==> config.mk <==
export PLATFORM = sky130hd
export DESIGN_NAME = mux_nto1_tdm
export DESIGN_NICKNAME = d
export VERILOG_FILES = /design/src/rtl/mux_nto1_tdm.sv
export SDC_FILE = /design/constraint.sdc
export NUM_CORES = 1
export LEC_CHECK = 0
export ABC_AREA = 1
export CAP_MARGIN = 10
export CORE_ASPECT_RATIO = 1.1
export CORE_MARGIN = 2
export CORE_UTILIZATION = 56
export CTS_BUF_LIST = sky130_fd_sc_hd__clkbuf_4 sky130_fd_sc_hd__clkbuf_8
export CTS_CLUSTER_SIZE = 20
export DETAILED_ROUTE_END_ITERATION = 12
export GPL_TIMING_DRIVEN = 0
export HOLD_SLACK_MARGIN = 0.12
export PLACE_DENSITY = 0.84
export SLEW_MARGIN = 25
export SYNTH_ARGS = -nofsm -noshare
export SYNTH_HDL_FRONTEND = slang
export SYNTH_SLANG_ARGS = --single-unit
==> constraint.sdc <==
create_clock -name clk_4f -period 2.3 [get_ports clk_4f]
set_input_delay 0.345 -clock clk_4f [delete_from_list [all_inputs] [get_ports clk_4f]]
set_output_delay 0.345 -clock clk_4f [all_outputs]
set_load 0.02 [all_outputs]
==> src/rtl/mux_nto1_tdm.sv <==
// rtl/mux_nto1_tdm.sv - N:1 time-division multiplexer with per-lane valid
// Double-buffered frame capture, one lane per clk_4f cycle, fixed-slot or compact emission.
module mux_nto1_tdm #(
  parameter int WIDTH   = 8,
  parameter int N       = 4,
  parameter int COMPACT = 0
) (
  input  logic                 clk_4f,
  input  logic                 reset_L,
  input  logic                 sync_in,
  input  logic [N-1:0]         valid_in,
  input  logic [N*WIDTH-1:0]   data_in,
  output logic                 valid_out,
  output logic [WIDTH-1:0]     data_out,
  output logic [$clog2(N)-1:0] lane_out,
  output logic                 frame_start_out
);

  localparam int CW = $clog2(N);

  logic [CW-1:0]      cnt_q, cnt_d;
  logic [N-1:0]       cap_valid_q, hold_valid_q;
  logic [N*WIDTH-1:0] cap_data_q, hold_data_q;
  logic [N-1:0]       pend_q, pend_d;
  logic               valid_q, valid_d;
  logic [WIDTH-1:0]   data_q, data_d;
  logic [CW-1:0]      lane_q, lane_d;
  logic               fs_q, fs_d;

  logic               capture;
  logic [N-1:0]       src_valid;
  logic [N*WIDTH-1:0] src_data;
  logic [CW-1:0]      slot;
  logic [N-1:0]       mask;
  logic               found;
  logic [CW-1:0]      idx;
  logic [WIDTH-1:0]   sel_data;

  always_comb begin
    capture   = sync_in || (cnt_q == '0);
    // Slot 0 is taken from the capture buffer as it moves into hold on this edge.
    src_valid = capture ? cap_valid_q : hold_valid_q;
    src_data  = capture ? cap_data_q  : hold_data_q;
    slot      = capture ? '0 : cnt_q;
    mask      = capture ? src_valid : pend_q;

    if (capture)
      cnt_d = CW'(1);
    else if (cnt_q == CW'(N - 1))
      cnt_d = '0;
    else
      cnt_d = cnt_q + CW'(1);

    found = 1'b0;
    idx   = '0;
    if (COMPACT != 0) begin
      // Downward scan so the lowest pending lane wins.
      for (int j = N - 1; j >= 0; j--) begin
        if (mask[j]) begin
          found = 1'b1;
          idx   = CW'(j);
        end
      end
    end else begin
      found = src_valid[slot];
      idx   = slot;
    end

    pend_d = '0;
    for (int j = 0; j < N; j++)
      pend_d[j] = mask[j] && !(found && (idx == CW'(j)));

    sel_data = '0;
    for (int j = 0; j < N; j++)
      if (idx == CW'(j))
        sel_data = src_data[j*WIDTH +: WIDTH];

    valid_d = found;
    data_d  = found ? sel_data : '0;
    lane_d  = found ? idx : '0;
    fs_d    = capture;
  end

  always_ff @(posedge clk_4f or negedge reset_L) begin
    if (!reset_L) begin
      cnt_q        <= '0;
      cap_valid_q  <= '0;
      cap_data_q   <= '0;
      hold_valid_q <= '0;
      hold_data_q  <= '0;
      pend_q       <= '0;
      valid_q      <= 1'b0;
      data_q       <= '0;
      lane_q       <= '0;
      fs_q         <= 1'b0;
    end else begin
      cnt_q   <= cnt_d;
      pend_q  <= pend_d;
      valid_q <= valid_d;
      data_q  <= data_d;
      lane_q  <= lane_d;
      fs_q    <= fs_d;
      if (capture) begin
        cap_valid_q  <= valid_in;
        cap_data_q   <= data_in;
        hold_valid_q <= cap_valid_q;
        hold_data_q  <= cap_data_q;
      end
    end
  end

  assign valid_out       = valid_q;
  assign data_out        = data_q;
  assign lane_out        = lane_q;
  assign frame_start_out = fs_q;

endmodule

==> key figures <==
Run status
  – Status: complete, no violations

STA
  – Least-Margin Pin Slew: between 0.4 and 0.5 ns
  – Final hold violation count: 0
  – Achievable Freq: 463.9 MHz
  – Worst slew margin: ~73%
  – Final Max Tran Viols: 0
  – Post-Route Setup TNS: 0 ns
  – Final setup viols: 0
  – Period utilization: ~94%
  – Fin crit period: about 2.2 ns
  – Setup Skew: about 0.0074 ns

Setup path
  – Worst-path cell chain: clkbuf_4 -> buf_4 -> inv_1 -> ha_1 -> inv_2 -> nand2_4 -> nor2_4 -> inv_2 -> nand3_1 -> nand2_2 -> nor2_4 -> nor2_1
  – Buffers & Inverters on Critical Path: 5
  – CP max FO: 10
  – CP Launch Type: register
  – CP max stage delay: approximately 0.37 ns
  – R2r worst-path depth: 12
  – Data arrival time of the critical path: 2.40 ns
  – R2R Path Start: cnt_q[0]
  – R2r endpoint: data_out[6]
  – Crit-path slowest cell: dfrtp_1
  – CP delay by family, top: simple AND/OR/NAND/NOR gates
  – Kind of critical path: reg -> reg
  – FF-to-FF setup slack: ~0.14 ns
  – Setup crit end kind: register
  – Crit path launch: cnt_q[0]
  – CP required: roughly 2.5 ns

Finish
  – Layout cells sized above 1: a little over a tenth
  – Area Growth Syn to Fin: 25.76%
  – Post-layout instance area: approximately 0.0045 mm^2
  – Most common cell after layout, fill and taps aside: nand2_1
  – Fin cells: around 560
  – NumNets Final: about 500
  – Ant. Diodes: 0
  – Most frequent cells in the layout: nand2_1, dfrtp_1, clkdlybuf4s50_1

Synth
  – Yosys warns: 0
  – Synth top area cells: dfrtp_1, nand2_1, o21ai_0
  – Synth top area share: between 60% and 70%
  – Seq/Total Area, Yosys: 60.61%
  – Syn Nets: roughly 450
  – Synthesized instance count: approximately 400
  – Mapped Area: 0.003551 mm^2
  – Yosys top cell by area: dfrtp_1
  – #FFs+latches synth: between 80 and 90
  – Unique cell type count in the Yosys netlist: 18
  – Syn avg cell area: 8.789 um^2

CTS
  – Clk slew on worst S/H paths: approximately 0.080 ns
  – Root buf cell: clkbuf_8
  – Maximum buffer depth of the clock tree: 2
  – H-tree Lvls: 3
  – CTS tree: done
  – Clk_lat worst skew: around 0.35 ns
  – Clock Sinks: 86
  – CTS buffer count: 9

Pwr
  – NetSw: ~1500 uW
  – Part of the power in combinational logic: 30.8%
  – Lkg Pwr: 0.002318 uW
  – Internal power: 3133 uW
  – Flop pwr share: 44.5%
  – Switching Share: around a third
  – Max VDD drop: 0.5091 mV
  – Clock power share: 24.7%
  – PD cells: ~1000 mW/mm^2

GRT
  – GRT met1 Usage: between 20% and 30%
  – Vias in the first global route: ~2.7k
  – Initial antenna violation count: 0
  – First-pass GRT wire length: between 10 and 15 mm
  – M3 GR Usage: between 4 and 5%
  – Largest net degree at the start of global routing: 57
  – Most Crowded Layer GR: met2
  – GR Overflow Total: 0
  – Tot GR Track Use: 23.64%
  – GR Layer Usage met2: between 30 and 40%

Floorplan
  – Die ar.: approximately 0.007 mm^2
  – FP Rows: 30
  – Die Wd: around 80 um
  – Core Area: between 0.006 and 0.007 mm^2
  – Ports: just over 50
  – Die Span Y: between 80 and 90 um
  – Starting Density: 57.68%

Routing
  – WL/cell: between 10 and 15 um
  – Routed WL: 7.523 mm
  – Routed vias/inst: 5.101
  – # DRC: 0
  – Number of routed nets with antenna violations: 0
  – Vias: between 2k and 3k
  – First drt pass iteration count: 5
  – DR iter-0 viols: approximately 210

Flow run
  – Max cap viols: 0

Place
  – GPL Wtd Cong: a little under 0.9
  – Hpwl dp: a little over 5 mm
  – Placed Cells: 535
  – IO Port Bufs: 50
  – Post-DP Area: between 0.004 and 0.005 mm^2

Hold path
  – Hold WC Path Type: in -> async
-- kinds of logic after synthesis --
kind of cell	count (synthesis)	share of synthesized area, %
DFF	86	60.61
buffers and inverters	44	5.673
AOI/OAI and AO/OA	49	7.470
adders and majority gates	2	0.7046
and+or+nand+nor	223	25.55
-- layer usage --
layer	share of wire, %	routed length [um]
met5	0	0
met4	2.6	199
met3	4.9	372
met2	50	3767
met1	42	3183
-- stage by stage --
step	hold WS, ns	utilization, %	power [uW]	setup WS, ns
6_report	0.4583	72.54	4672	0.1445
5_1_grt	0.4984	72.54	4966	-0.004926
4_1_cts	0.4650	71.63	4632	0.008440
3_5_place_dp	0.3063	67.85	3464	-0.06841
3_3_place_gp	0.4529	67.44	3404	-1.939
2_1_floorplan	0.04941	-	2948	0.3423
-- flip-flops by register name, summed over array words and instances, names as in the netlist, 2 cells and up --
signal        cells
cap_data_q       32
hold_data_q      32
cap_valid_q       4
lane_out          2
cnt_q             2
data_out          8
hold_valid_q      4
-- power by group through the flow --
stage	clock network, uW	registers, uW	logic [uW]
global route	1240	2110	1610
CTS	1170	2080	1380
floorplan	0	2160	785
global placement	0	2090	1310
finish	1160	2080	1440
detailed placement	0	2100	1360
-- cells in the mapped netlist, drive strengths merged --
cell type / n
nand2: 190
dfrtp: 86
o21ai: 41
inv: 26
nor2: 22
buf: 16
nand3: 11
o211ai: 8
clkbuf: 2
ha: 2
-- worst max path at each step --
stage | end | slack [ns] | cells past startpoint
5_1_grt | data_out[2] | -0.005 | 12
3_3_place_gp | valid_out | -1.94 | 1
3_5_place_dp | data_out[7] | -0.07 | 12
4_1_cts | data_out[6] | 0.008 | 12
2_1_floorplan | data_out[0] | 0.34 | 12
6_report | data_out[6] | 0.14 | 12
-- worst register-to-register path: stages (launching register included) --
cell      delay [ns]
dfrtp_1         0.37
clkbuf_4        0.21
buf_4           0.17
inv_1           0.05
ha_1            0.26
inv_2           0.09
nand2_4         0.10
nor2_4          0.19
inv_2           0.12
nand3_1         0.12
nand2_2         0.10
nor2_4          0.19
nor2_1          0.08
-- layout make-up --
cell class              count  area (um^2)
plain buffers              18        110.1
clock buffers              11        151.4
clock inverters             4        70.07
fillers                   443         1690
inverters                  26        97.59
multi-input cells         275         1211
flip-flops and latches     86         2152
well taps                  80        100.1
repair buffers             57        573.1
-- repair_timing --
action,4_1_cts,5_1_grt
gates resized for setup,1,7
pin swaps,0,3
buffers inserted,0,5
endpoints found under the hold margin,30,0
gates cloned,0,1
setup endpoints to repair,10,30
hold buffers,1,0
Note: power is estimated with default switching activity, not from simulation.
